`config.mk`:
```
export PLATFORM = sky130hd
export DESIGN_NAME = ps2_rx_flat
export DESIGN_NICKNAME = d
export VERILOG_FILES = /design/src/rtl/ps2_pkg.sv /design/src/rtl/ps2_if.sv /design/src/rtl/ps2_line_filter.sv /design/src/rtl/ps2_rx.sv /design/src/flat_wrapper.sv
export SDC_FILE = /design/constraint.sdc
export NUM_CORES = 1
export LEC_CHECK = 0
export CORE_ASPECT_RATIO = 1.1
export CORE_MARGIN = 2
export CORE_UTILIZATION = 43
export DETAILED_ROUTE_END_ITERATION = 6
export PLACE_DENSITY = 0.73
export SETUP_SLACK_MARGIN = 0.15
export SLEW_MARGIN = 20
export SYNTH_ARGS = -nofsm -noshare
export SYNTH_HDL_FRONTEND = slang
export SYNTH_SLANG_ARGS = --single-unit
```
`constraint.sdc`:
```
create_clock -name CLK_25MHZ -period 3.5 [get_ports CLK_25MHZ]
set_input_delay 1.05 -clock CLK_25MHZ [delete_from_list [all_inputs] [get_ports CLK_25MHZ]]
set_output_delay 1.05 -clock CLK_25MHZ [all_outputs]
set_load 0.01 [all_outputs]
```
`src/rtl/ps2_pkg.sv`:
```
// Shared types and constants for the PS/2 keyboard receiver.
// Frame layout: start(0), 8 data bits LSB first, odd parity, stop(1).
package ps2_pkg;

  typedef enum logic [1:0] {
    IDLE,
    DATA,
    PARITY,
    STOP
  } ps2_state_e;

  localparam logic [7:0] PS2_PREFIX_EXT = 8'hE0;
  localparam logic [7:0] PS2_PREFIX_REL = 8'hF0;

  localparam logic START_BIT = 1'b0;
  localparam logic STOP_BIT  = 1'b1;
  localparam int   DATA_BITS = 8;

endpackage

```
`src/rtl/ps2_if.sv`:
```
// Board-side pins and core-side key event outputs of the PS/2 receiver.
// The slave modport is the receiver; the master modport is the keyboard/core side.
interface ps2_if;
  logic       PS2_CLK;
  logic       PS2_DATA;
  logic [7:0] SCAN_CODE;
  logic       KEY_EXTENDED;
  logic       KEY_RELEASE;
  logic       SCAN_VALID;
  logic       FRAME_ERROR;

  modport slave (
    input  PS2_CLK, PS2_DATA,
    output SCAN_CODE, KEY_EXTENDED, KEY_RELEASE, SCAN_VALID, FRAME_ERROR
  );

  modport master (
    output PS2_CLK, PS2_DATA,
    input  SCAN_CODE, KEY_EXTENDED, KEY_RELEASE, SCAN_VALID, FRAME_ERROR
  );
endinterface

```
`src/rtl/ps2_line_filter.sv`:
```
// Two-flop synchronisers for both PS/2 pins plus a persistence filter on the clock line.
// Emits a registered one-cycle strobe when the filtered clock goes 1->0.
module ps2_line_filter #(
  parameter int FILTER_LEN = 4
) (
  input  logic clk,
  input  logic rst,
  input  logic ps2_clk,
  input  logic ps2_data,
  output logic data_sync,
  output logic fall
);

  localparam int CNT_W = $clog2(FILTER_LEN + 1);

  logic [1:0]       clk_sync_q, clk_sync_d;
  logic [1:0]       data_sync_q, data_sync_d;
  logic             filt_q, filt_d;
  logic             fall_q, fall_d;
  logic [CNT_W-1:0] cnt_q, cnt_d;

  // The counter tracks how long the synchronised clock has disagreed with the
  // filtered value; any agreement restarts it, so short glitches never land.
  always_comb begin
    clk_sync_d  = {clk_sync_q[0], ps2_clk};
    data_sync_d = {data_sync_q[0], ps2_data};
    filt_d      = filt_q;
    fall_d      = 1'b0;
    cnt_d       = '0;
    if (clk_sync_q[1] != filt_q) begin
      if (cnt_q == CNT_W'(FILTER_LEN - 1)) begin
        filt_d = clk_sync_q[1];
        fall_d = ~clk_sync_q[1];
      end else begin
        cnt_d = cnt_q + 1'b1;
      end
    end
  end

  always_ff @(posedge clk or posedge rst) begin
    if (rst) begin
      clk_sync_q  <= 2'b11;
      data_sync_q <= 2'b11;
      filt_q      <= 1'b1;
      fall_q      <= 1'b0;
      cnt_q       <= '0;
    end else begin
      clk_sync_q  <= clk_sync_d;
      data_sync_q <= data_sync_d;
      filt_q      <= filt_d;
      fall_q      <= fall_d;
      cnt_q       <= cnt_d;
    end
  end

  assign data_sync = data_sync_q[1];
  assign fall      = fall_q;

endmodule

```
`src/rtl/ps2_rx.sv`:
```
// PS/2 keyboard receiver: deserialises device-to-host frames, checks framing,
// folds E0/F0 prefixes into flags and pulses SCAN_VALID per key event.
module ps2_rx
  import ps2_pkg::*;
#(
  parameter int TIMEOUT_CYCLES = 50000,
  parameter int FILTER_LEN     = 4
) (
  input  logic CLK_25MHZ,
  input  logic RESET,
  ps2_if.slave ps2
);

  localparam int TMR_W = $clog2(TIMEOUT_CYCLES);

  logic data_bit;
  logic fall;

  ps2_line_filter #(.FILTER_LEN(FILTER_LEN)) u_filter (
    .clk       (CLK_25MHZ),
    .rst       (RESET),
    .ps2_clk   (ps2.PS2_CLK),
    .ps2_data  (ps2.PS2_DATA),
    .data_sync (data_bit),
    .fall      (fall)
  );

  ps2_state_e       state_q, state_d;
  logic [2:0]       bit_cnt_q, bit_cnt_d;
  logic [7:0]       shift_q, shift_d;
  logic             parity_q, parity_d;
  logic [TMR_W-1:0] timer_q, timer_d;
  logic             ext_q, ext_d;
  logic             rel_q, rel_d;
  logic [7:0]       scan_code_q, scan_code_d;
  logic             key_ext_q, key_ext_d;
  logic             key_rel_q, key_rel_d;
  logic             valid_q, valid_d;
  logic             error_q, error_d;

  always_comb begin
    state_d     = state_q;
    bit_cnt_d   = bit_cnt_q;
    shift_d     = shift_q;
    parity_d    = parity_q;
    timer_d     = timer_q;
    ext_d       = ext_q;
    rel_d       = rel_q;
    scan_code_d = scan_code_q;
    key_ext_d   = key_ext_q;
    key_rel_d   = key_rel_q;
    valid_d     = 1'b0;
    error_d     = 1'b0;

    case (state_q)
      IDLE: begin
        if (fall) begin
          if (data_bit == START_BIT) begin
            state_d   = DATA;
            bit_cnt_d = '0;
          end else begin
            error_d = 1'b1;
          end
        end
      end
      DATA: begin
        if (fall) begin
          shift_d   = {data_bit, shift_q[7:1]};
          bit_cnt_d = bit_cnt_q + 1'b1;
          if (bit_cnt_q == 3'(DATA_BITS - 1)) state_d = PARITY;
        end
      end
      PARITY: begin
        if (fall) begin
          parity_d = data_bit;
          state_d  = STOP;
        end
      end
      STOP: begin
        if (fall) begin
          state_d = IDLE;
          if (data_bit == STOP_BIT && (^{shift_q, parity_q})) begin
            if (shift_q == PS2_PREFIX_EXT) begin
              ext_d = 1'b1;
            end else if (shift_q == PS2_PREFIX_REL) begin
              rel_d = 1'b1;
            end else begin
              scan_code_d = shift_q;
              key_ext_d   = ext_q;
              key_rel_d   = rel_q;
              valid_d     = 1'b1;
              ext_d       = 1'b0;
              rel_d       = 1'b0;
            end
          end else begin
            error_d = 1'b1;
            ext_d   = 1'b0;
            rel_d   = 1'b0;
          end
        end
      end
      default: state_d = IDLE;
    endcase

    // Inter-edge watchdog; a fall always wins, so timeout and a frame result never coincide.
    if (state_q != IDLE) begin
      if (fall) begin
        timer_d = '0;
      end else if (timer_q == TMR_W'(TIMEOUT_CYCLES - 1)) begin
        timer_d = '0;
        state_d = IDLE;
        error_d = 1'b1;
        ext_d   = 1'b0;
        rel_d   = 1'b0;
      end else begin
        timer_d = timer_q + 1'b1;
      end
    end
  end

  always_ff @(posedge CLK_25MHZ or posedge RESET) begin
    if (RESET) begin
      state_q     <= IDLE;
      bit_cnt_q   <= '0;
      shift_q     <= '0;
      parity_q    <= 1'b0;
      timer_q     <= '0;
      ext_q       <= 1'b0;
      rel_q       <= 1'b0;
      scan_code_q <= '0;
      key_ext_q   <= 1'b0;
      key_rel_q   <= 1'b0;
      valid_q     <= 1'b0;
      error_q     <= 1'b0;
    end else begin
      state_q     <= state_d;
      bit_cnt_q   <= bit_cnt_d;
      shift_q     <= shift_d;
      parity_q    <= parity_d;
      timer_q     <= timer_d;
      ext_q       <= ext_d;
      rel_q       <= rel_d;
      scan_code_q <= scan_code_d;
      key_ext_q   <= key_ext_d;
      key_rel_q   <= key_rel_d;
      valid_q     <= valid_d;
      error_q     <= error_d;
    end
  end

  assign ps2.SCAN_CODE    = scan_code_q;
  assign ps2.KEY_EXTENDED = key_ext_q;
  assign ps2.KEY_RELEASE  = key_rel_q;
  assign ps2.SCAN_VALID   = valid_q;
  assign ps2.FRAME_ERROR  = error_q;

endmodule

```
`src/flat_wrapper.sv`:
```
// flat-port wrapper written by rule: the top's interface ports become plain ports
module ps2_rx_flat import ps2_pkg::*;
#(
  parameter int TIMEOUT_CYCLES = 50000,
  parameter int FILTER_LEN     = 4
)
  (CLK_25MHZ, RESET, ps2_PS2_CLK, ps2_PS2_DATA, ps2_SCAN_CODE, ps2_KEY_EXTENDED, ps2_KEY_RELEASE, ps2_SCAN_VALID, ps2_FRAME_ERROR);
  ps2_if ps2_i ();
  input  logic CLK_25MHZ;
  input  logic RESET;
  input wire logic [$bits(ps2_i.PS2_CLK)-1:0] ps2_PS2_CLK;
  input wire logic [$bits(ps2_i.PS2_DATA)-1:0] ps2_PS2_DATA;
  output wire logic [$bits(ps2_i.SCAN_CODE)-1:0] ps2_SCAN_CODE;
  output wire logic [$bits(ps2_i.KEY_EXTENDED)-1:0] ps2_KEY_EXTENDED;
  output wire logic [$bits(ps2_i.KEY_RELEASE)-1:0] ps2_KEY_RELEASE;
  output wire logic [$bits(ps2_i.SCAN_VALID)-1:0] ps2_SCAN_VALID;
  output wire logic [$bits(ps2_i.FRAME_ERROR)-1:0] ps2_FRAME_ERROR;
  assign ps2_i.PS2_CLK = ps2_PS2_CLK;
  assign ps2_i.PS2_DATA = ps2_PS2_DATA;
  assign ps2_SCAN_CODE = ps2_i.SCAN_CODE;
  assign ps2_KEY_EXTENDED = ps2_i.KEY_EXTENDED;
  assign ps2_KEY_RELEASE = ps2_i.KEY_RELEASE;
  assign ps2_SCAN_VALID = ps2_i.SCAN_VALID;
  assign ps2_FRAME_ERROR = ps2_i.FRAME_ERROR;
  ps2_rx #(.TIMEOUT_CYCLES(TIMEOUT_CYCLES), .FILTER_LEN(FILTER_LEN)) u_core (.CLK_25MHZ(CLK_25MHZ), .RESET(RESET), .ps2(ps2_i));
endmodule
```
==> results of run 1 <==
-- synth_stat cells (2+ instances only) --
| cell | number | area share |
|---|---|---|
| mux2_4 | 9 | 0.054 |
| and3_1 | 2 | 0.0050 |
| dfstp_2 | 5 | 0.052 |
| nor3_1 | 2 | 0.0040 |
| xor2_1 | 12 | 0.042 |
| nor4b_1 | 2 | 0.0069 |
| a21oi_1 | 6 | 0.012 |
| nor2b_1 | 4 | 0.0099 |
| xnor2_1 | 5 | 0.017 |
| o21ai_0 | 9 | 0.018 |
| and4_1 | 2 | 0.0069 |
| a32oi_1 | 2 | 0.0069 |
| a21o_1 | 3 | 0.0089 |
| a31oi_1 | 4 | 0.0099 |
| nor3b_1 | 3 | 0.0089 |
| dfrtp_1 | 48 | 0.48 |
| a211oi_1 | 3 | 0.0089 |
| ha_1 | 8 | 0.040 |
| nand4_1 | 7 | 0.017 |
| inv_1 | 7 | 0.010 |
| mux2_2 | 9 | 0.040 |
| nand2_1 | 14 | 0.021 |
| clkbuf_1 | 7 | 0.010 |
| o41ai_1 | 3 | 0.010 |
| nor2_1 | 22 | 0.033 |
| nand3_1 | 7 | 0.014 |
-- worst max path at each step --
stage / endpoint / start / cells past startpoint
after global routing: u_core.timer_q[6]$_DFFE_PP0N_ / u_core.state_q[1]$_DFF_PP0_ / 7
final: ps2_SCAN_CODE[7] / u_core.ps2.SCAN_CODE[7]$_DFFE_PP0P_ / 1
after CTS: ps2_SCAN_CODE[3] / u_core.ps2.SCAN_CODE[3]$_DFFE_PP0P_ / 1
after floorplan: u_core.bit_cnt_q[0]$_DFFE_PP0P_ / RESET / 1
after detailed placement: u_core.ps2.SCAN_CODE[6]$_DFFE_PP0P_ / u_core.shift_q[1]$_DFFE_PP0P_ / 6
after global placement: u_core.ps2.SCAN_CODE[6]$_DFFE_PP0P_ / u_core.shift_q[1]$_DFFE_PP0P_ / 6
-- where the power goes --
group / total (µW) / leakage [µW] / switching [µW] / internal (µW)
Clock: 331 / 0.0000450 / 192 / 139
Combinational: 143 / 0.000561 / 82.1 / 61.3
Sequential: 695 / 0.000712 / 38.1 / 656
Total: 1170 / 0.00132 / 313 / 857
-- metrics by stage --
stage / cells / worst slack, ns / area [µm²]
after floorplan: 219 / 1.172 / 2525
after global placement: 305 / 1.370 / 2761
after detailed placement: 305 / 1.318 / 2761
after CTS: 313 / 1.217 / 2844
after global routing: 313 / 1.123 / 2844
final: 313 / 1.233 / 2844
-- routing by layer --
metal / share of wire / track usage
met1: 0.49 / 0.1820
met3: 0.024 / 0.03333
met5: 0 / 0
met4: 0.0087 / 0.04383
met2: 0.48 / 0.2392
-- layout make-up --
cell class	count	area, µm²
Multi-Input combinational cell	151	1129
Inverter	7	26.28
Fill cell	560	2889
Timing Repair Buffer	17	177.7
Tap cell	77	96.34
Sequential cell	53	1333
Clock inverter	2	10.01
Clock buffer	6	72.57
-- logic make-up (layout without fill, tap and decap cells) --
kind of cell / Yosys count / count (layout) / share of synthesized area
AO/OA/AOI/OAI: 34 / 34 / 0.08920
AND/OR/NAND/NOR: 72 / 72 / 0.1497
adder cells (fa/ha/maj): 8 / 8 / 0.03964
buffers and inverters: 15 / 32 / 0.02528
XOR/XNOR: 19 / 19 / 0.07483
flip-flops: 53 / 53 / 0.5278
multiplexers: 18 / 18 / 0.09366
-- flip-flops by register name, indices dropped and copies added (netlist names), 2 cells and up --
signal	cells
u_core.bit_cnt_q	3
u_core.u_filter.cnt_q	3
u_core.shift_q	8
u_core.ps2.SCAN_CODE	8
u_core.u_filter.data_sync_q	2
u_core.state_q	2
u_core.timer_q	16
u_core.u_filter.clk_sync_q	2
==> flow_summary.yaml, run 1 <==
yosys:
  synth_edf_count: 0
  synthCells: 219
  yosysSeqAreaShare: 0.5278
  yosys_warnings: 0
  netlist_area_um2: 2525
  syn_nets: 231
  async_flop_share: 1.000
  synth-seq-cells: 53
  ys_types: 40
  synthFlopType: "dfrtp_1"
  avgSynthCellArea_um2: 11.53
flow_run:
  maxCapViolCount: 0
route:
  drc_errors: 0
  drtIter0Drc: 45
  drt_pre_antenna_iters: 4
  final_antenna_net_count: 0
  viasPerCell: 5.243
  wl_um: 4263
  num_vias: 1641
  post_drt_wl_per_cell_um: 13.62
finish:
  post-route-util: 0.4961
  final_cell_mix: "48 x dfrtp_1, 22 x nor2_1, 15 x clkdlybuf4s50_1, 14 x nand2_1, 12 x xor2_1"
  area_delta_synth_final_pct: 12.64
  nets: 247
  n_antenna_cell: 0
  layout_commonest_cell: "dfrtp_1"
  drive_gt1_frac: 0.1610
critical_path:
  crit_type: "reg2out"
  r2r_cells: 6
  cp_top_family: "buffers and inverters"
  slowest_stage: "clkdlybuf4s50_1"
  r2r_end: "u_core.ps2.SCAN_CODE[6]$_DFFE_PP0P_"
  max_stage_delay_ns: 0.54
  r2r_start: "u_core.shift_q[1]$_DFFE_PP0P_"
  end_kind: "primary output"
  cp_cell_sequence: "clkdlybuf4s50_1"
  crit_path_max_fanout: 2
  reg2reg_slack_ns: 1.31
  crit_arrival_ns: 1.22
  start_kind: "flop"
  cp_num_buf_inv: 1
  crit_required_ns: 2.45
clock_tree:
  htree_levels: 2
  cts_tree: "yes"
  post_cts_buffers: 0
  hold_buffers: 0
  clk_pin_slew_ns: 0.10
  clk-insertion-delay-late_ns: 0.31
  clock_path_buffers: 2
  clock_sinks: 53
  cts_made_buffers: 5
  ctsResizeCount: 0
  cts-root-buf: "clkbuf_8"
sta:
  worst_pin_slew_ns: 0.8006
  whs_ns: 0.3588
  rsz0062_at_grt: "no"
  final.setup.tns_ns: 0
  maxSlewHeadroom: 0.4662
  fin_skew_ns: 0.01196
  finalHoldViolations: 0
  slew_viol_final: 0
  fmax_ghz: 0.4412
  min_period_ns: 2.267
  finalCritPeriodShare: 0.6476
  setup_viol: 0
global_routing:
  grt_max_degree: 54
  grt_pass1_wl_um: 7424
  gr-total-overflow: 0
  grt_pass1_vias: 1585
  antenna_found_initial: 0
  grt_use_total: 0.1417
floorplanning:
  coreArea_um2: 5733
  die_x_um: 77.06
  die_area_um2: 6502
  ioPinCount: 16
  die_h_um: 84.37
  fp-row-count: 29
  initial_core_util: 0.4404
power_and_ir_drop:
  power.total_uw: 1169
  powerDensity_nw_per_um2: 411.2
  vdd_drop_max_v: 0.0001960
  power.leakage_uw: 0.001318
hold_path:
  hold_path_depth: 0
  hold_class: "reg2reg"
  worstHoldEndpoint: "u_core.u_filter.data_sync_q[1]$_DFF_PP1_"
  worstHoldStart: "u_core.u_filter.data_sync_q[0]$_DFF_PP1_"
status:
  status: "finished, final reports clean"
placed_design:
  numPortBuffers: 15
  dp_hpwl_um: 2858
  gp_congestion: 0.8015
(Power assumes the default switching activity.)
==> run 2, diff against run 1 <==
Clock period 3.5 ns to 2.14 ns, I/O delays scaled along.
==> run 2 against run 1 <==
Hold slack got worse by 0.017 ns. Total power is 80% higher. Design area increased by 6.1%. Combinational power increased by 87%. First-iteration DRC count is 18% higher. Worst setup slack got worse by 1.2 ns. Clock skew increased by 0.0043 ns. Sequential cell count stayed put. Sequential share of layout area shrank 2.7 points. Routed wire length is 6.3% higher. Non-clock buffer count is 13 higher. Count of clock-buffer cells in the layout did not move. Critical path type is now reg2reg.
==> flow_summary.yaml, run 2 (synthesis gave the netlist of run 1 again) <==
status:
  status: "finished, final reports clean"
sta:
  fmax_ghz: 0.4779
  rsz0062_at_grt: "yes"
  worst_pin_slew_ns: 0.4196
  min_period_ns: 2.092
  fin_skew_ns: 0.01627
  slew_viol_final: 0
  finalCritPeriodShare: 0.9778
  maxSlewHeadroom: 0.7193
  setup_viol: 0
  finalHoldViolations: 0
  fin_ws_ns: 0.04755
power_and_ir_drop:
  power.total_uw: 2102
  vdd_drop_max_v: 0.0003791
  powerDensity_nw_per_um2: 696.4
  power.leakage_uw: 0.001429
finish:
  top_register: "u_core.timer_q"
  multiInputGateArea_um2: 1160
  post-route-util: 0.5264
  layout_commonest_cell: "dfrtp_1"
  seq_area_um2: 1333
  drive_gt1_frac: 0.2209
  nets: 260
  area_delta_synth_final_pct: 19.52
  n_antenna_cell: 0
  fillers: 540
  final_cell_mix: "48 x dfrtp_1, 22 x nor2_1, 15 x clkdlybuf4s50_1, 14 x nand2_1"
  largest_register_ffs: 16
clock_tree:
  clk_pin_slew_ns: 0.10
  cts-root-buf: "clkbuf_8"
  clock_path_buffers: 2
  htree_levels: 2
  clock_sinks: 53
  hold_buffers: 0
  cts_made_buffers: 5
  clk-insertion-delay-late_ns: 0.31
  cts_tree: "yes"
critical_path:
  crit_arrival_ns: 2.29
  crit_type: "reg2reg"
  crit_path_max_fanout: 11
  crit_required_ns: 2.33
  end_kind: "flop"
  start_kind: "flop"
route:
  wl_um: 4532
  post_drt_wl_per_cell_um: 13.90
  final_antenna_net_count: 0
  num_vias: 1699
  drt_pre_antenna_iters: 4
  viasPerCell: 5.212
  drc_errors: 0
  drtIter0Drc: 53
floorplanning:
  die_x_um: 77.06
  die_h_um: 84.37
  ioPinCount: 16
  fp-row-count: 29
  die_area_um2: 6502
  coreArea_um2: 5733
  initial_core_util: 0.4404
global_routing:
  antenna_found_initial: 0
  gr-total-overflow: 0
  grt_pass1_wl_um: 7941
  grt_use_total: 0.1527
  grt_pass1_vias: 1717
  grt_max_degree: 27
hold_path:
  hold_class: "reg2reg"
placed_design:
  numPortBuffers: 15
  gp_congestion: 0.7758
  dp_slack_ns: 0.01044
  dp_hpwl_um: 3263
flow_run:
  maxCapViolCount: 0
==> run 2: cell count changes in the layout (fill, tap and decap cells not counted), moves of 2 or more <==
| cell | previous run | this run |
|---|---|---|
| buf_4 | 1 | 12 |
| clkinv_2 | 2 | 0 |
| a211oi_1 | 3 | 1 |
| buf_6 | 0 | 2 |
| a211oi_2 | 0 | 2 |
==> run 2: per-layer routing <==
| metal | vias to the layer above | GRT usage | share of wire | wire [µm] |
|---|---|---|---|---|
| met5 | - | 0 | 0 | 0 |
| met3 | 8 | 0.02903 | 0.029 | 130 |
| met1 | 833 | 0.1965 | 0.46 | 2093 |
| met4 | 0 | 0.05357 | 0.014 | 64 |
| li1 | 831 | - | - | - |
| met2 | 27 | 0.2592 | 0.49 | 2243 |
==> run 2: cell type report <==
| cell class | instances | share of cell area |
|---|---|---|
| Clock inverter | 2 | 0.01244 |
| Timing Repair Buffer | 30 | 0.09370 |
| Tap cell | 77 | 0.03192 |
| Sequential cell | 53 | 0.4415 |
| Inverter | 7 | 0.008706 |
| Multi-Input combinational cell | 151 | 0.3843 |
| Clock buffer | 6 | 0.02736 |
==> run 2: power by group <==
| part | switching (µW) | internal [µW] | total [µW] |
|---|---|---|---|
| logic | 147 | 120 | 267 |
| registers | 56.6 | 1070 | 1130 |
| clock network | 323 | 380 | 704 |
==> run 2: per-stage QoR <==
| stage | setup TNS, ns | hold slack [ns] | cell area, µm² | cells |
|---|---|---|---|---|
| after floorplan | 0 | 0.3452 | 2525 | 219 |
| after global placement | 0 | 0.3460 | 2844 | 316 |
| after detailed placement | 0 | 0.3496 | 2844 | 316 |
| after CTS | 0 | 0.3529 | 2978 | 324 |
| after global routing | -0.4864 | 0.3485 | 3018 | 326 |
| final | 0 | 0.3420 | 3018 | 326 |
==> run 2: critical path: stages, from the launching register on <==
cell and delay (ns):
dfrtp_1 0.41, xor2_1 0.18, xnor3_2 0.46, xnor2_2 0.16
nor4b_2 0.25, buf_6 0.22, mux2_4 0.31
==> run 2: worst paths after layout <==
| kind | start | endpoint | slack [ns] | cells after the start |
|---|---|---|---|---|
| setup / recovery | u_core.shift_q[1]$_DFFE_PP0P_ | u_core.ps2.KEY_RELEASE$_DFFE_PP0P_ | 0.05 | 6 |
| hold / removal | u_core.u_filter.data_sync_q[0]$_DFF_PP1_ | u_core.u_filter.data_sync_q[1]$_DFF_PP1_ | 0.34 | 0 |
| setup reg to reg | u_core.shift_q[1]$_DFFE_PP0P_ | u_core.ps2.KEY_RELEASE$_DFFE_PP0P_ | 0.05 | 6 |
| hold reg to reg | u_core.u_filter.data_sync_q[0]$_DFF_PP1_ | u_core.u_filter.data_sync_q[1]$_DFF_PP1_ | 0.34 | 0 |
| max in group asynchronous | RESET | u_core.timer_q[15]$_DFFE_PP0N_ | 1.02 | 3 |
| min in group asynchronous | RESET | u_core.timer_q[9]$_DFFE_PP0N_ | 0.62 | 2 |
==> run 2: timing repair <==
action,in CTS,in global routing
setup buffers,0,2
endpoints found under the setup margin,12,13
pin swaps,0,2
resized for setup,3,4
